<file path="src/rtl/alu_seq_if.sv">
// Request and result handshake channels of alu_seq.
// The sequencer side uses the master modport, the ALU uses the slave modport.
interface alu_seq_if #(
    parameter int WIDTH = 4
);
    logic             in_valid;
    logic             in_ready;
    logic [WIDTH-1:0] a;
    logic [WIDTH-1:0] b;
    logic [2:0]       sel;
    logic             out_valid;
    logic             out_ready;
    logic [WIDTH:0]   result;
    logic             zero;
    logic             div_zero;

    modport master (
        output in_valid, a, b, sel, out_ready,
        input  in_ready, out_valid, result, zero, div_zero
    );

    modport slave (
        input  in_valid, a, b, sel, out_ready,
        output in_ready, out_valid, result, zero, div_zero
    );
endinterface

</file>
<file path="src/rtl/alu_seq.sv">
// Registered eight-operation ALU with valid/ready handshakes.
// Single-cycle ops and divide-by-zero complete on the accept edge; DIV/MOD
// with a non-zero divisor run a WIDTH-step restoring divider.
module alu_seq #(
    parameter int WIDTH = 4
) (
    input  logic     clk,
    input  logic     rst_n,
    alu_seq_if.slave bus
);
    localparam int               CNT_W = $clog2(WIDTH) + 1;
    localparam logic [CNT_W-1:0] LAST  = CNT_W'(WIDTH - 1);

    localparam logic [2:0] OP_PASS = 3'b000;
    localparam logic [2:0] OP_ADD  = 3'b001;
    localparam logic [2:0] OP_SUB  = 3'b010;
    localparam logic [2:0] OP_DIV  = 3'b011;
    localparam logic [2:0] OP_MOD  = 3'b100;
    localparam logic [2:0] OP_SHL  = 3'b101;
    localparam logic [2:0] OP_SHR  = 3'b110;
    localparam logic [2:0] OP_GT   = 3'b111;

    typedef enum logic [1:0] {IDLE, DIV, DONE} state_t;

    state_t           state_q, state_d;
    logic [CNT_W-1:0] cnt_q;
    logic [WIDTH-1:0] quo_q, rem_q, dvs_q;
    logic             mod_q;
    logic [WIDTH:0]   result_q;
    logic             zero_q, dz_q;

    logic             accept, is_div_op, b_zero, start_div, load_single, last_step;
    logic [WIDTH:0]   shifted, trial, single_res, div_res;
    logic [WIDTH-1:0] quo_nx, rem_nx;

    // Result of every op that completes on the accept edge; the DIV/MOD
    // entries are only reached when the divisor is zero.
    function automatic logic [WIDTH:0] alu_op(input logic [WIDTH-1:0] a,
                                              input logic [WIDTH-1:0] b,
                                              input logic [2:0]       sel);
        logic [WIDTH:0] r;
        r = '0;
        case (sel)
            OP_PASS: r = {1'b0, a};
            OP_ADD:  r = {1'b0, a} + {1'b0, b};
            OP_SUB:  r = {1'b0, a} - {1'b0, b};
            OP_DIV:  r = {1'b0, {WIDTH{1'b1}}};
            OP_MOD:  r = {1'b0, a};
            OP_SHL:  r = {a, 1'b0};
            OP_SHR:  r = {2'b00, a[WIDTH-1:1]};
            OP_GT:   r = {{WIDTH{1'b0}}, (a > b)};
        endcase
        return r;
    endfunction

    assign is_div_op   = (bus.sel == OP_DIV) || (bus.sel == OP_MOD);
    assign b_zero      = (bus.b == '0);
    assign bus.in_ready = (state_q == IDLE) || ((state_q == DONE) && bus.out_ready);
    assign accept      = bus.in_valid && bus.in_ready;
    assign start_div   = accept && is_div_op && !b_zero;
    assign load_single = accept && !start_div;
    assign last_step   = (state_q == DIV) && (cnt_q == LAST);

    // One restoring step: shift the next dividend bit into the partial
    // remainder and keep the subtraction only when it does not borrow.
    assign shifted = {rem_q, quo_q[WIDTH-1]};
    assign trial   = shifted - {1'b0, dvs_q};
    assign rem_nx  = trial[WIDTH] ? shifted[WIDTH-1:0] : trial[WIDTH-1:0];
    assign quo_nx  = {quo_q[WIDTH-2:0], ~trial[WIDTH]};

    assign single_res = alu_op(bus.a, bus.b, bus.sel);
    assign div_res    = mod_q ? {1'b0, rem_nx} : {1'b0, quo_nx};

    assign bus.out_valid = (state_q == DONE);
    assign bus.result    = result_q;
    assign bus.zero      = zero_q;
    assign bus.div_zero  = dz_q;

    // Next-state logic; an accept from DONE restarts exactly as from IDLE.
    always_comb begin
        state_d = state_q;
        case (state_q)
            IDLE, DONE: begin
                if (accept) begin
                    state_d = start_div ? DIV : DONE;
                end else if ((state_q == DONE) && bus.out_ready) begin
                    state_d = IDLE;
                end
            end
            DIV: begin
                if (last_step) begin
                    state_d = DONE;
                end
            end
            default: state_d = IDLE;
        endcase
    end

    // State register; reset also abandons any division in progress.
    always_ff @(posedge clk or negedge rst_n) begin
        if (!rst_n) begin
            state_q <= IDLE;
        end else begin
            state_q <= state_d;
        end
    end

    // Divider step counter, restarted on every divide accept.
    always_ff @(posedge clk or negedge rst_n) begin
        if (!rst_n) begin
            cnt_q <= '0;
        end else if (start_div) begin
            cnt_q <= '0;
        end else if (state_q == DIV) begin
            cnt_q <= cnt_q + CNT_W'(1);
        end
    end

    // Output registers: loaded on single-cycle accept or on the last divide step.
    always_ff @(posedge clk or negedge rst_n) begin
        if (!rst_n) begin
            result_q <= '0;
            zero_q   <= 1'b0;
            dz_q     <= 1'b0;
        end else if (load_single) begin
            result_q <= single_res;
            zero_q   <= (single_res == '0);
            dz_q     <= is_div_op && b_zero;
        end else if (last_step) begin
            result_q <= div_res;
            zero_q   <= (div_res == '0);
            dz_q     <= 1'b0;
        end
    end

    // Divider working registers; contents are irrelevant outside DIV.
    always_ff @(posedge clk) begin
        if (start_div) begin
            quo_q <= bus.a;
            rem_q <= '0;
            dvs_q <= bus.b;
            mod_q <= (bus.sel == OP_MOD);
        end else if (state_q == DIV) begin
            quo_q <= quo_nx;
            rem_q <= rem_nx;
        end
    end
endmodule
</file>
<file path="src/flat_wrapper.sv">
// flat-port wrapper written by rule: the top's interface ports become plain ports
module alu_seq_flat 
#(
    parameter int WIDTH = 4
)
  (clk, rst_n, bus_in_valid, bus_a, bus_b, bus_sel, bus_out_ready, bus_in_ready, bus_out_valid, bus_result, bus_zero, bus_div_zero);
  alu_seq_if #(.WIDTH(WIDTH)) bus_i ();
  input  logic clk;
  input  logic rst_n;
  input wire logic [$bits(bus_i.in_valid)-1:0] bus_in_valid;
  input wire logic [$bits(bus_i.a)-1:0] bus_a;
  input wire logic [$bits(bus_i.b)-1:0] bus_b;
  input wire logic [$bits(bus_i.sel)-1:0] bus_sel;
  input wire logic [$bits(bus_i.out_ready)-1:0] bus_out_ready;
  output wire logic [$bits(bus_i.in_ready)-1:0] bus_in_ready;
  output wire logic [$bits(bus_i.out_valid)-1:0] bus_out_valid;
  output wire logic [$bits(bus_i.result)-1:0] bus_result;
  output wire logic [$bits(bus_i.zero)-1:0] bus_zero;
  output wire logic [$bits(bus_i.div_zero)-1:0] bus_div_zero;
  assign bus_i.in_valid = bus_in_valid;
  assign bus_i.a = bus_a;
  assign bus_i.b = bus_b;
  assign bus_i.sel = bus_sel;
  assign bus_i.out_ready = bus_out_ready;
  assign bus_in_ready = bus_i.in_ready;
  assign bus_out_valid = bus_i.out_valid;
  assign bus_result = bus_i.result;
  assign bus_zero = bus_i.zero;
  assign bus_div_zero = bus_i.div_zero;
  alu_seq #(.WIDTH(WIDTH)) u_core (.clk(clk), .rst_n(rst_n), .bus(bus_i));
endmodule
</file>
<file path="config.mk">
export PLATFORM = sky130hd
export DESIGN_NAME = alu_seq_flat
export DESIGN_NICKNAME = d
export VERILOG_FILES = /design/src/rtl/alu_seq_if.sv /design/src/rtl/alu_seq.sv /design/src/flat_wrapper.sv
export SDC_FILE = /design/constraint.sdc
export NUM_CORES = 1
export LEC_CHECK = 0
export ABC_AREA = 0
export BUFFER_PORTS_ARGS = -buffer_cell sky130_fd_sc_hd__buf_2
export CORE_UTILIZATION = 45
export CTS_BUF_LIST = sky130_fd_sc_hd__clkbuf_8
export DETAILED_ROUTE_END_ITERATION = 12
export SLEW_MARGIN = 20
export SYNTH_ARGS = -nofsm -noshare
export SYNTH_HDL_FRONTEND = slang
export SYNTH_SLANG_ARGS = --single-unit
</file>
<file path="constraint.sdc">
create_clock -name clk -period 3.4 [get_ports clk]
set_input_delay 0.34 -clock clk [delete_from_list [all_inputs] [get_ports clk]]
set_output_delay 0.34 -clock clk [all_outputs]
set_load 0.005 [all_outputs]
</file>
After elaboration in Yosys (flattened, before gate mapping)
Cells that the tools add are included.
{"block": "op_classes", "n_reduce_logical": 21, "n_shift": 0, "div_mod_pow": 0, "addsub": 4, "n_mul": 0, "n_lt_le_gt_ge": 1, "n_eq_ne": 12, "bitwise": 1, "mux": 18}
{"operator": "5-bit one-hot mux with 7 select lines", "n": 1}
{"operator": "4-bit 2-to-1 mux", "n": 4}
{"operator": "3-bit == test (second input constant)", "n": 4}
{"operator": "5-bit logical NOT", "n": 2}
{"operator": "5-bit 2-to-1 mux", "n": 2}
{"operator": "3-bit by 2-bit == test with 1-bit output (second input constant)", "n": 3}
{"operator": "2-bit 2-to-1 mux", "n": 4}
{"operator": "1-bit logical AND", "n": 7}
{"operator": "3-bit 2-to-1 mux", "n": 2}
{"operator": "4-bit by 4-bit adder with 5-bit output", "n": 1}
{"operator": "4-bit by 4-bit subtractor with 5-bit output", "n": 1}
{"operator": "5-bit by 4-bit subtractor with 5-bit output", "n": 1}
{"operator": "4-bit greater-than comparator", "n": 1}
{"operator": "4-bit logical NOT", "n": 1}
{"operator": "1-bit 2-to-1 mux", "n": 4}
{"operator": "2-bit one-hot mux with 2 select lines", "n": 1}
{"operator": "2-bit nonzero test", "n": 2}
{"operator": "2-bit OR reduction", "n": 2}
{"operator": "3-bit by 1-bit adder with 3-bit output (second input constant)", "n": 1}
{"operator": "3-bit by 1-bit == test with 1-bit output (second input constant)", "n": 1}
{"operator": "3-bit logical NOT", "n": 1}
{"operator": "3-bit by 1-bit != test with 1-bit output (second input constant)", "n": 1}
{"operator": "2-bit by 1-bit == test with 1-bit output (second input constant)", "n": 1}
{"operator": "2-bit == test (second input constant)", "n": 1}
{"operator": "6 further kinds", "n": 8}
{"block": "totals", "romBits": 0, "out_inout_bits": 9, "inputBits": 15, "latchBits": 0, "mem_bits_rw": 0, "word_cells": 66, "regBits": 25, "n_memories": 0}

Logic depth before layout (Yosys ltp)
Gate-level depths: netlist of run 1.
{"block": "logic_depth", "word_depth": 9, "ltp_mapped": 10, "depth_no_buf": 10}

Worst setup path before layout of run 1
Ideal clock, no wire load.
{"block": "synth_timing", "path_type": "register to register", "from": "register u_core.quo_q[3]", "to": "register u_core.result_q[3] (netlist: u_core.bus.result[3])", "setup_slack_ns": 1.038, "arrival_time_ns": 2.242, "stages_incl_launch_ff": 10, "path_buffers": 0, "setup_ns": 0.120, "cell_sequence": "edfxtp_1 -> inv_1 -> ha_1 -> fa_1 -> nand2b_1 -> a21oi_4 -> xor2_4 -> or4b_1 -> o311ai_1 -> and3b_1"}
{"block": "synth_via", "elab_chain_cells": 5}
{"element": "start: declaration", "line": "alu_seq.sv:27", "source": "logic [WIDTH-1:0] quo_q, rem_q, dvs_q;"}
{"element": "start signal: assignment", "line": "alu_seq.sv:139", "source": "quo_q <= bus.a;"}
{"element": "start signal: assignment", "line": "alu_seq.sv:144", "source": "quo_q <= quo_nx;"}
{"element": "5-bit by 4-bit subtractor with 5-bit output", "line": "alu_seq.sv:67", "source": "assign trial = shifted - {1'b0, dvs_q};"}
{"element": "4-bit 2-to-1 mux", "line": "alu_seq.sv:68", "source": "assign rem_nx = trial[WIDTH] ? shifted[WIDTH-1:0] : trial[WIDTH-1:0];"}
{"element": "4-bit 2-to-1 mux", "line": "alu_seq.sv:72", "source": "assign div_res = mod_q ? {1'b0, rem_nx} : {1'b0, quo_nx};"}
{"element": "5-bit 2-to-1 mux", "line": "alu_seq.sv:129", "source": "end else if (last_step) begin"}
{"element": "5-bit 2-to-1 mux", "line": "alu_seq.sv:125", "source": "end else if (load_single) begin"}
{"element": "end signal: assignment", "line": "alu_seq.sv:126", "source": "result_q <= single_res;"}
{"element": "end signal: assignment", "line": "alu_seq.sv:130", "source": "result_q <= div_res;"}
{"element": "end: declaration", "line": "alu_seq.sv:29", "source": "logic [WIDTH:0] result_q;"}
Every way passes these cells. The select of a mux whose other input is x is not followed.
A chain may end at the register's enable or synchronous reset.

Worst setup path after layout of run 1
{"block": "layout_timing", "from": "register u_core.quo_q[3]", "to": "register u_core.zero_q (netlist: u_core.bus.zero)"}
{"block": "layout_via", "elab_chain_cells": 6, "elab_cells_between_ends": 7, "classes_between": "add/sub (1); mux (4); bitwise (1); reduce/logical (1)"}
{"element": "5-bit by 4-bit subtractor with 5-bit output", "line": "alu_seq.sv:67"}
{"element": "4-bit 2-to-1 mux or 1-bit NOT (tied branches)", "line": "alu_seq.sv:68, alu_seq.sv:69"}
{"element": "4-bit 2-to-1 mux *", "line": "alu_seq.sv:72"}
{"element": "5-bit logical NOT *", "line": "alu_seq.sv:131", "source": "zero_q <= (div_res == '0);"}
{"element": "1-bit 2-to-1 mux *", "line": "alu_seq.sv:129"}
{"element": "1-bit 2-to-1 mux *", "line": "alu_seq.sv:125"}
{"element": "end signal: assignment", "line": "alu_seq.sv:127", "source": "zero_q <= (single_res == '0);"}
{"element": "end signal: assignment", "line": "alu_seq.sv:131"}
{"element": "end: declaration", "line": "alu_seq.sv:30", "source": "logic zero_q, dz_q;"}
Every way passes the cells marked *; elsewhere a longest branch is shown, timed or not. The select of a mux whose other input is x is not followed.

==> results of run 1 <==
[area by class of cell]
class                      instances  area (sq um)
tap                               48          60.1
fill                             359          1770
inverter                          20          75.1
clock buffer                       3          41.3
clock inverter                     1          3.75
sequential                        25           651
multi-input combinational        137          1080
timing repair buffer              24           125
[flip-flops by register name, indices dropped and copies added, names as in the netlist]
name and cells:
u_core.bus.div_zero 1, u_core.bus.result 5, u_core.bus.zero 1, u_core.cnt_q 3
u_core.dvs_q 4, u_core.mod_q 1, u_core.quo_q 4, u_core.rem_q 4
u_core.state_q 2
[kinds of logic after synthesis]
group,share of synthesized area (%)
mux,5.72
flops,35.4
xor+xnor,3.41
buf+inv,5.93
simple gates,16.7
compound gates,20.0
fa+ha+maj,12.8
[worst reg2reg max path: stages (launching register included)]
cell and delay [ns]:
edfxtp_1 0.38, inv_1 0.05, ha_1 0.20, fa_1 0.40, nand2b_1 0.20, a21oi_4 0.18, xor2_4 0.32, mux2i_1 0.37
a21oi_1 0.12, a41o_1 0.23
[worst paths after layout]
kind / startpoint / end / slack (ns) / cells past startpoint
max in group asynchronous: rst_n / u_core.bus.result[3]$_DFFE_PN0P_ / 2.71 / 2
hold reg to reg: u_core.cnt_q[0]$_DFFE_PN0P_ / u_core.cnt_q[0]$_DFFE_PN0P_ / 0.49 / 1
setup / recovery: u_core.quo_q[3]$_DFFE_PP_ / u_core.bus.zero$_DFFE_PN0P_ / 0.84 / 9
setup reg to reg: u_core.quo_q[3]$_DFFE_PP_ / u_core.bus.zero$_DFFE_PN0P_ / 0.84 / 9
min in group asynchronous: rst_n / u_core.cnt_q[1]$_DFFE_PN0P_ / 0.47 / 2
hold / removal: bus_b[3] / u_core.dvs_q[3]$_DFFE_PP_ / 0.29 / 1
[routing by layer]
layer,routed length [um],part of all wire (%),GRT usage (%)
met1,1880,45,27.6
met3,118,2.8,2.24
met2,2020,48,36.0
met4,189,4.5,11.4
met5,0,0,0
[metrics by stage]
step                util [%]  instance area, sq um  setup slack (ns)  total power [W]
CTS                     53.5                  2030             0.842          0.00118
floorplan                  -                  1840              1.04         0.000840
detailed placement      52.1                  1980             0.865          0.00101
finish                  53.5                  2030             0.839          0.00118
global route            53.5                  2030             0.669          0.00128
global placement        52.1                  1980             0.905          0.00100
[power groups by stage]
stage                     combinational [W]  sequential [W]  clock [W]
after global routing               0.000606        0.000484   0.000187
final                              0.000535        0.000470   0.000173
after CTS                          0.000537        0.000470   0.000177
after floorplan                    0.000378        0.000462          0
after global placement             0.000527        0.000473          0
after detailed placement           0.000534        0.000477          0
[cells in the final DEF, fill, tap and decap left out, types with 3 or more instances in the layout]
cell type	synthesis	layout
clkbuf_8	0	3
nand3_1	3	3
nand2_1	14	14
o22ai_1	7	7
nor2_1	4	4
buf_2	3	23
mux2i_1	6	6
o211ai_1	3	3
o21ai_0	10	10
nor2b_1	8	8
edfxtp_1	9	9
dfxtp_1	4	4
o311ai_0	3	3
nand2b_1	5	5
a21oi_1	6	6
fa_1	3	3
a21o_1	3	3
ha_1	14	14
xnor2_1	3	3
inv_1	20	21
dfrtp_1	12	12
==> impl_metrics.csv, run 1 <==
group,metric,value,unit
timing,finalCritPeriodShare,75.3,%
floorplan,die_h,65.9,um
critical_path,critical_path_class,"register to register",
logic_synthesis,yosysTopAreaCell,"dfrtp_1",
timing,rsz0062_at_grt,"false",
clock_tree,clkTransAtPathRegs,0.08,ns
timing,final_hold_viol_count,0,
power,combPwrFrac,45.5,%
drt,dr.pass1.iters,4,
power,switching_share,38.0,%
floorplan,core,0.00380,sq mm
timing,slew_violations,0,
clock_tree,cts_made_buffers,3,
drt,drtAntennaViolNets,0,
clock_tree,clkLatencyLatePin,0.27,ns
drt,routed_wl,4210,um
logic_synthesis,synth_seq_cells,25,
clock_tree,clockBufferDepth,2,
clock_tree,post_cts_resized,0,
hold_path,hold_path.class,"input port to register",
logic_synthesis,yosys-top-cells-area,"dfrtp_1 16%, edfxtp_1 15%, ha_1 9.5%",
job,drv_cap,0,
floorplan,die_width,65.9,um
drt,num_vias,1535,
logic_synthesis,ys_seq_area_share,35.4,%
global_routing,antenna_found_initial,0,
clock_tree,cts_tree,"yes",
power,seq_power_share,39.9,%
global_routing,grt_pass1_wl,7050,um
logic_synthesis,synth_nets,221,
layout,layout.cells.non_filler,258,
logic_synthesis,synth_commonest_cells,"20 x inv_1, 14 x ha_1, 14 x nand2_1, 12 x dfrtp_1, 10 x o21ai_0",
power,p_clk_share,14.7,%
critical_path,critPathMaxFanout,10,
placed_design,io_buffers,23,
global_routing,track_usage,21.7,%
logic_synthesis,synthFlopType,"dfrtp_1",
critical_path,critPathTopFamily,"adder cells",
layout,syn_to_final_growth,10.7,%
floorplan,rows,22,
logic_synthesis,synth.distinct_cells,57,
critical_path,cpMaxStageDelayCell,"fa_1",
timing,fin_tns_setup,0,ns
clock_tree,clockRootBuffer,"clkbuf_8",
logic_synthesis,syn_inst,189,
critical_path,worst_setup_path_start_kind,"register",
clock_tree,cts_sinks,25,
critical_path,end_kind,"register",
clock_tree,htree_levels,1,
layout,num-nets-final,243,
logic_synthesis,yosys.area.top_type_share,16.3,%
power,p_int,0.000731,W
placed_design,dp_hpwl,3350,um
layout,drive_above_1_share,16.7,%
critical_path,max_stage_delay,0.40,ns
timing,fmax,391,MHz
power,p_switching,0.000447,W
layout,n_antenna_cell,0,
critical_path,path_buf_inv,1,
timing,finalWorstPathRequiredPeriod,2.56,ns
timing,worstMarginPinSlew,0.659,ns
floorplan,die_area,0.00434,sq mm
drt,wire_per_inst,16.3,um
power,p_leak,0.893,nW
timing,timing.hold.ws,0.294,ns
drt,vias_per_cell,5.95,
power,peakVddDrop,0.239,mV
global_routing,grt_overflow,0,
drt,drt-initial-drc-count,90,
placed_design,finalWeightedCongestion,0.829,
logic_synthesis,async_reset_ff_share,48.0,%
power,power_density,579,mW/mm^2
global_routing,grt_start_max_net_pins,18,
critical_path,crit_chain,"inv_1 -> ha_1 -> fa_1 -> nand2b_1 -> a21oi_4 -> xor2_4 -> mux2i_1 -> a21oi_1 -> a41o_1",
logic_synthesis,ys_warn_count,0,
logic_synthesis,syn_avg_cell_area,9.72,sq um
timing,fin_skew,0.00368,ns
critical_path,cp.required,3.56,ns
placed_design,dp_cells,253,
drt,drt_drc_violations_left,0,
floorplan,boundaryPins,24,
clock_tree,cts.hold.buffers_added,1,
timing,finalSetupViolCount,0,
clock_tree,post-cts-setup-buffers,0,
critical_path,worst_ep_arrival_time,2.72,ns
floorplan,start_util,48.4,%
global_routing,grt_pass1_vias,1486,
status,status,"complete, no violations",
logic_synthesis,synth-edff-count,9,
logic_synthesis,synth_most_common_cell,"inv_1",
logic_synthesis,syn_area,0.00184,sq mm
timing,relSlewSlack,55.5,%
(Power assumes the default switching activity.)
==> run 2, diff against run 1 <==
--- a/config.mk
+++ b/config.mk
@@ -10,6 +10,7 @@
 export CORE_UTILIZATION = 45
 export CTS_BUF_LIST = sky130_fd_sc_hd__clkbuf_8
 export DETAILED_ROUTE_END_ITERATION = 12
+export PLACE_DENSITY = 0.67
 export SLEW_MARGIN = 20
 export SYNTH_ARGS = -nofsm -noshare
 export SYNTH_HDL_FRONTEND = slang
==> constraint.sdc (replaced) <==
create_clock -name clk -period 2.1 [get_ports clk]
set_input_delay 0.21 -clock clk [delete_from_list [all_inputs] [get_ports clk]]
set_output_delay 0.21 -clock clk [all_outputs]
set_load 0.005 [all_outputs]
==> run 2 against run 1 <==
Net effect:
- the flow now finishes with violations (negative setup slack)
- sequential share of layout area decreased by 3.7 points
- critical path type unchanged
- worst setup slack got worse by 1.1 ns
- routed wire length grew 6.1%
- critical endpoint is now u_core.bus.result[3]$_DFFE_PN0P_
==> impl_metrics.csv, run 2 (synthesis results as in run 1) <==
group,metric,value,unit
status,status,"finished with violations",
status,violations,"negative setup slack",
global_routing,gr-max-usage-layer,"met2",
layout,final_cell_mix,"29 x buf_4, 23 x buf_2, 20 x inv_1",
timing,finalCritPeriodShare,110,%
clock_tree,cts_tree,"yes",
critical_path,critical_path_class,"register to register",
timing,slew_violations,0,
critical_path,reg2reg_from,"u_core.dvs_q[0]$_DFFE_PP_",
layout,drive_above_1_share,30.1,%
clock_tree,clkTransAtPathRegs,0.10,ns
layout,syn_to_final_growth,25.1,%
drt,num_vias,1599,
drt,routed_wl,4470,um
clock_tree,clockRootBuffer,"clkbuf_8",
timing,finalSetupViolCount,6,
critical_path,reg2reg_to,"u_core.bus.result[3]$_DFFE_PN0P_",
power,p_leak,1.05,nW
timing,fmax,432,MHz
placed_design,finalWeightedCongestion,0.840,
floorplan,start_util,48.4,%
drt,drt-initial-drc-count,75,
clock_tree,clkLatencyLatePin,0.28,ns
global_routing,grt_pass1_wl,7600,um
timing,timing.hold.ws,0.170,ns
timing,fin_skew,0.0138,ns
drt,dr.pass1.iters,4,
critical_path,reg2regPathDepth,8,
timing,rsz0062_at_grt,"true",
global_routing,antenna_found_initial,0,
timing,final_hold_viol_count,0,
global_routing,track_usage,23.7,%
layout,fin_util,60.5,%
critical_path,end_kind,"register",
clock_tree,cts_made_buffers,3,
placed_design,io_buffers,23,
layout,largest_reg_flops,5,
critical_path,reg2reg_setup_slack,-0.21,ns
timing,relSlewSlack,69.5,%
power,power_density,929,mW/mm^2
floorplan,core,0.00380,sq mm
placed_design,dp_hpwl,3630,um
timing,setup_slack,-0.212,ns
placed_design,dpl_cell_area,0.00219,sq mm
floorplan,rows,22,
floorplan,die_h,65.9,um
layout,final_area,0.00230,sq mm
global_routing,grt_pass1_vias,1596,
drt,drt_drc_violations_left,0,
clock_tree,clockBufferDepth,2,
critical_path,worst_ep_arrival_time,2.49,ns
critical_path,worst_setup_path_start_kind,"register",
timing,worstMarginPinSlew,0.452,ns
critical_path,endpoint,"u_core.bus.result[3]$_DFFE_PN0P_",
floorplan,die_area,0.00434,sq mm
layout,layout_commonest_cell,"buf_4",
clock_tree,htree_levels,1,
drt,drtAntennaViolNets,0,
power,peakVddDrop,0.393,mV
critical_path,cp.required,2.27,ns
global_routing,met3_usage,2.76,%
layout,n_antenna_cell,0,
global_routing,grt_util_met1,31.5,%
clock_tree,cts_sinks,25,
hold_path,hold_path.class,"input port to register",
floorplan,die_width,65.9,um
placed_design,pre_cts_slack,-0.278,ns
job,drv_cap,0,
global_routing,grt_start_max_net_pins,16,
timing,finalWorstPathRequiredPeriod,2.31,ns
critical_path,critPathMaxFanout,5,
global_routing,grt_overflow,0,
timing,fin_tns_setup,-0.757,ns
global_routing,use_met2,39.4,%
floorplan,boundaryPins,24,
drt,vias_per_cell,5.57,
critical_path,crit_path_start,"u_core.dvs_q[0]$_DFFE_PP_",
layout,num-nets-final,272,
drt,wire_per_inst,15.6,um
-- run 2: per-stage QoR --
stage / total power (W) / std cells
floorplan: 0.00138 / 189
global placement: 0.00173 / 280
detailed placement: 0.00178 / 280
CTS: 0.00212 / 287
global route: 0.00230 / 287
finish: 0.00213 / 287
-- run 2: how the worst min path moves through the flow --
stage / slack (ns) / depth (start not counted) / from / to
3_3_place_gp: 0.1 / 1 / rst_n / u_core.cnt_q[0]$_DFFE_PN0P_
5_1_grt: 0.17 / 1 / bus_b[3] / u_core.dvs_q[3]$_DFFE_PP_
3_5_place_dp: 0.11 / 1 / rst_n / u_core.cnt_q[0]$_DFFE_PN0P_
6_report: 0.17 / 1 / bus_b[3] / u_core.dvs_q[3]$_DFFE_PP_
4_1_cts: 0.17 / 1 / bus_b[3] / u_core.dvs_q[3]$_DFFE_PP_
2_1_floorplan: -0.09 / 0 / rst_n / u_core.bus.div_zero$_DFFE_PN0P_
-- run 2: worst max-delay path: stages, from the launching register on --
cell	delay, ns
edfxtp_1	0.40
ha_2	0.21
fa_2	0.36
nand2b_4	0.15
a21oi_4	0.17
xor2_4	0.12
or4b_4	0.51
o311ai_4	0.09
and3b_1	0.22
-- run 2: what timing repair did --
item                       4_1_cts  5_1_grt
pin swaps                        4        0
setup endpoints to repair        5       10
hold endpoints to repair        12        0
setup buffers                    2        0
resized for setup                5        1
hold buffers                     1        0
-- run 2: layout make-up --
| cell class | instances | area, sq um |
|---|---|---|
| well taps | 48 | 60.1 |
| clock inverters | 1 | 6.26 |
| flip-flops and latches | 25 | 651 |
| repair buffers | 53 | 343 |
| multi-input cells | 137 | 1120 |
| clock buffers | 3 | 41.3 |
| inverters | 20 | 75.1 |
| fillers | 335 | 1500 |
-- run 2: routing by layer --
metal  wire (um)  up-vias
li1            -      791
met1        1950      783
met2        2310       19
met3         128        6
met4          77        0
met5           0        -
-- run 2: report_power, final --
part / internal, W / switching [W] / total (W)
clock network: 0.000136 / 0.000156 / 0.000292
logic: 0.000541 / 0.000528 / 0.00107
registers: 0.000659 / 0.000115 / 0.000773
total: 0.00133 / 0.000798 / 0.00213
==> run 3, diff against run 2 <==
--- a/config.mk
+++ b/config.mk
@@ -10,7 +10,7 @@
 export CORE_UTILIZATION = 45
 export CTS_BUF_LIST = sky130_fd_sc_hd__clkbuf_8
 export DETAILED_ROUTE_END_ITERATION = 12
-export PLACE_DENSITY = 0.67
+export PLACE_DENSITY = 0.79
 export SLEW_MARGIN = 20
 export SYNTH_ARGS = -nofsm -noshare
 export SYNTH_HDL_FRONTEND = slang
==> run 3 against run 2 <==
Net effect:
- the flow still finishes with violations (negative setup slack)
- via count up 1.8%
- combinational power up 18%
- core utilization up 0.53 points
- register-to-register slack worse by 0.02 ns
- clock power down 2%
- critical path type unchanged
==> impl_metrics.csv, run 3 (synthesis results as in run 1) <==
group,metric,value,unit
status,status,"finished with violations",
status,violations,"negative setup slack",
drt,wire_per_inst,15.3,um
floorplan,boundaryPins,24,
power,power_density,994,mW/mm^2
global_routing,grt_pass1_wl,7270,um
timing,timing.hold.ws,0.159,ns
timing,worstMarginPinSlew,0.524,ns
drt,drt_drc_violations_left,0,
floorplan,die_h,65.9,um
layout,n_antenna_cell,0,
layout,drive_above_1_share,30.3,%
power,peakVddDrop,0.561,mV
timing,fin_skew,0.00183,ns
timing,final_hold_viol_count,0,
clock_tree,clkTransAtPathRegs,0.09,ns
clock_tree,cts_made_buffers,3,
layout,num-nets-final,271,
layout,largest_reg_flops,5,
critical_path,reg2reg_from,"u_core.quo_q[3]$_DFFE_PP_",
global_routing,antenna_found_initial,0,
critical_path,worst_setup_path_start_kind,"register",
timing,slew_violations,0,
drt,num_vias,1628,
critical_path,reg2regPathDepth,9,
global_routing,grt_start_max_net_pins,16,
layout,layout_commonest_cell,"buf_4",
critical_path,path_buf_inv,1,
layout,syn_to_final_growth,26.2,%
clock_tree,clkLatencyLatePin,0.27,ns
timing,finalWorstPathRequiredPeriod,2.33,ns
placed_design,finalWeightedCongestion,0.918,
placed_design,dp_hpwl,3390,um
critical_path,max_stage_delay,0.53,ns
drt,drt-initial-drc-count,64,
drt,vias_per_cell,5.69,
hold_path,hold_path.class,"input port to register",
timing,finalSetupViolCount,8,
global_routing,track_usage,22.1,%
clock_tree,htree_levels,1,
clock_tree,cts_sinks,25,
clock_tree,clockRootBuffer,"clkbuf_8",
critical_path,critPathMaxFanout,5,
timing,relSlewSlack,64.7,%
drt,drtAntennaViolNets,0,
floorplan,die_area,0.00434,sq mm
placed_design,dpl_cell_area,0.00218,sq mm
job,drv_cap,0,
critical_path,critical_path_class,"register to register",
hold_path,hold_depth,1,
placed_design,io_buffers,23,
clock_tree,cts_tree,"yes",
floorplan,die_width,65.9,um
floorplan,rows,22,
drt,routed_wl,4390,um
hold_path,min_from,"bus_b[3]",
power,p_leak,1.05,nW
drt,dr.pass1.iters,4,
layout,final_cell_mix,"25 x buf_4, 23 x buf_2, 21 x inv_1",
clock_tree,clockBufferDepth,2,
layout,fin_util,61.0,%
critical_path,cpMaxStageDelayCell,"or4b_4",
timing,rsz0062_at_grt,"true",
timing,setup_slack,-0.233,ns
layout,final_area,0.00232,sq mm
critical_path,cp.required,2.27,ns
floorplan,start_util,48.4,%
critical_path,worst_ep_arrival_time,2.50,ns
timing,finalCritPeriodShare,111,%
critical_path,end_kind,"register",
floorplan,core,0.00380,sq mm
critical_path,crit_chain,"inv_1 -> ha_2 -> fa_2 -> nand2b_4 -> a21oi_4 -> xor2_4 -> or4b_4 -> o311ai_2 -> and3b_1",
critical_path,crit_path_start,"u_core.quo_q[3]$_DFFE_PP_",
critical_path,critPathTopFamily,"simple AND/OR/NAND/NOR gates",
global_routing,grt_pass1_vias,1582,
critical_path,path_depth,9,
timing,fmax,429,MHz
global_routing,grt_overflow,0,
==> run 3: layout make-up <==
cell class,instances,area [sq um]
Multi-Input combinational cell,137,1140
Clock buffer,3,41.3
Fill cell,316,1480
Sequential cell,25,651
Clock inverter,1,3.75
Inverter,20,75.1
Tap cell,48,60.1
Timing Repair Buffer,52,347
==> run 3: worst reg2reg max path: stages, from the launching register on <==
cell	delay (ns)
edfxtp_1	0.37
inv_1	0.05
ha_2	0.18
fa_2	0.34
nand2b_4	0.15
a21oi_4	0.17
xor2_4	0.13
or4b_4	0.53
o311ai_2	0.09
and3b_1	0.21
==> run 3: repair_timing <==
item | in CTS | in global routing
buffers inserted | 3 | 0
pin swaps | 2 | 3
cloned | 0 | 0
endpoints found under the setup margin | 7 | 10
hold buffers | 1 | 0
gates resized for setup | 4 | 10
endpoints found under the hold margin | 12 | 0
==> run 3: metrics by stage <==
stage | worst slack, ns | cells | total power (W) | TNS [ns]
after floorplan | -0.179 | 189 | 0.00138 | -0.307
after global placement | -0.181 | 278 | 0.00177 | -0.466
after detailed placement | -0.264 | 278 | 0.00180 | -0.891
after CTS | -0.241 | 286 | 0.00217 | -0.834
after global routing | -0.332 | 286 | 0.00246 | -1.79
final | -0.233 | 286 | 0.00230 | -0.967
==> run 3: power breakdown <==
part	total (W)	leakage [nW]	internal, W	switching (W)
Combinational	0.00126	0.752	0.000658	0.000600
Clock	0.000287	0.0269	0.000131	0.000156
Sequential	0.000759	0.269	0.000659	0.000100
Total	0.00230	1.05	0.00145	0.000856
==> run 3: routing by layer <==
layer  global-route usage (%)  up-vias  wire, um
met1                     29.9      795      1940
li1                         -      790         -
met4                     5.98        0        68
met5                        0        -         0
met2                     36.7       35      2230
met3                     3.10        8       146
==> run 3: worst paths after layout <==
kind,endpoint,slack [ns]
max in group asynchronous,u_core.cnt_q[1]$_DFFE_PN0P_,1.53
min in group asynchronous,u_core.state_q[1]$_DFFE_PN0P_,0.34
worst min-delay path,u_core.dvs_q[3]$_DFFE_PP_,0.16
worst max-delay path,u_core.bus.result[3]$_DFFE_PN0P_,-0.23
worst max register to register,u_core.bus.result[3]$_DFFE_PN0P_,-0.23
worst min register to register,u_core.rem_q[1]$_SDFFE_PP0P_,0.48
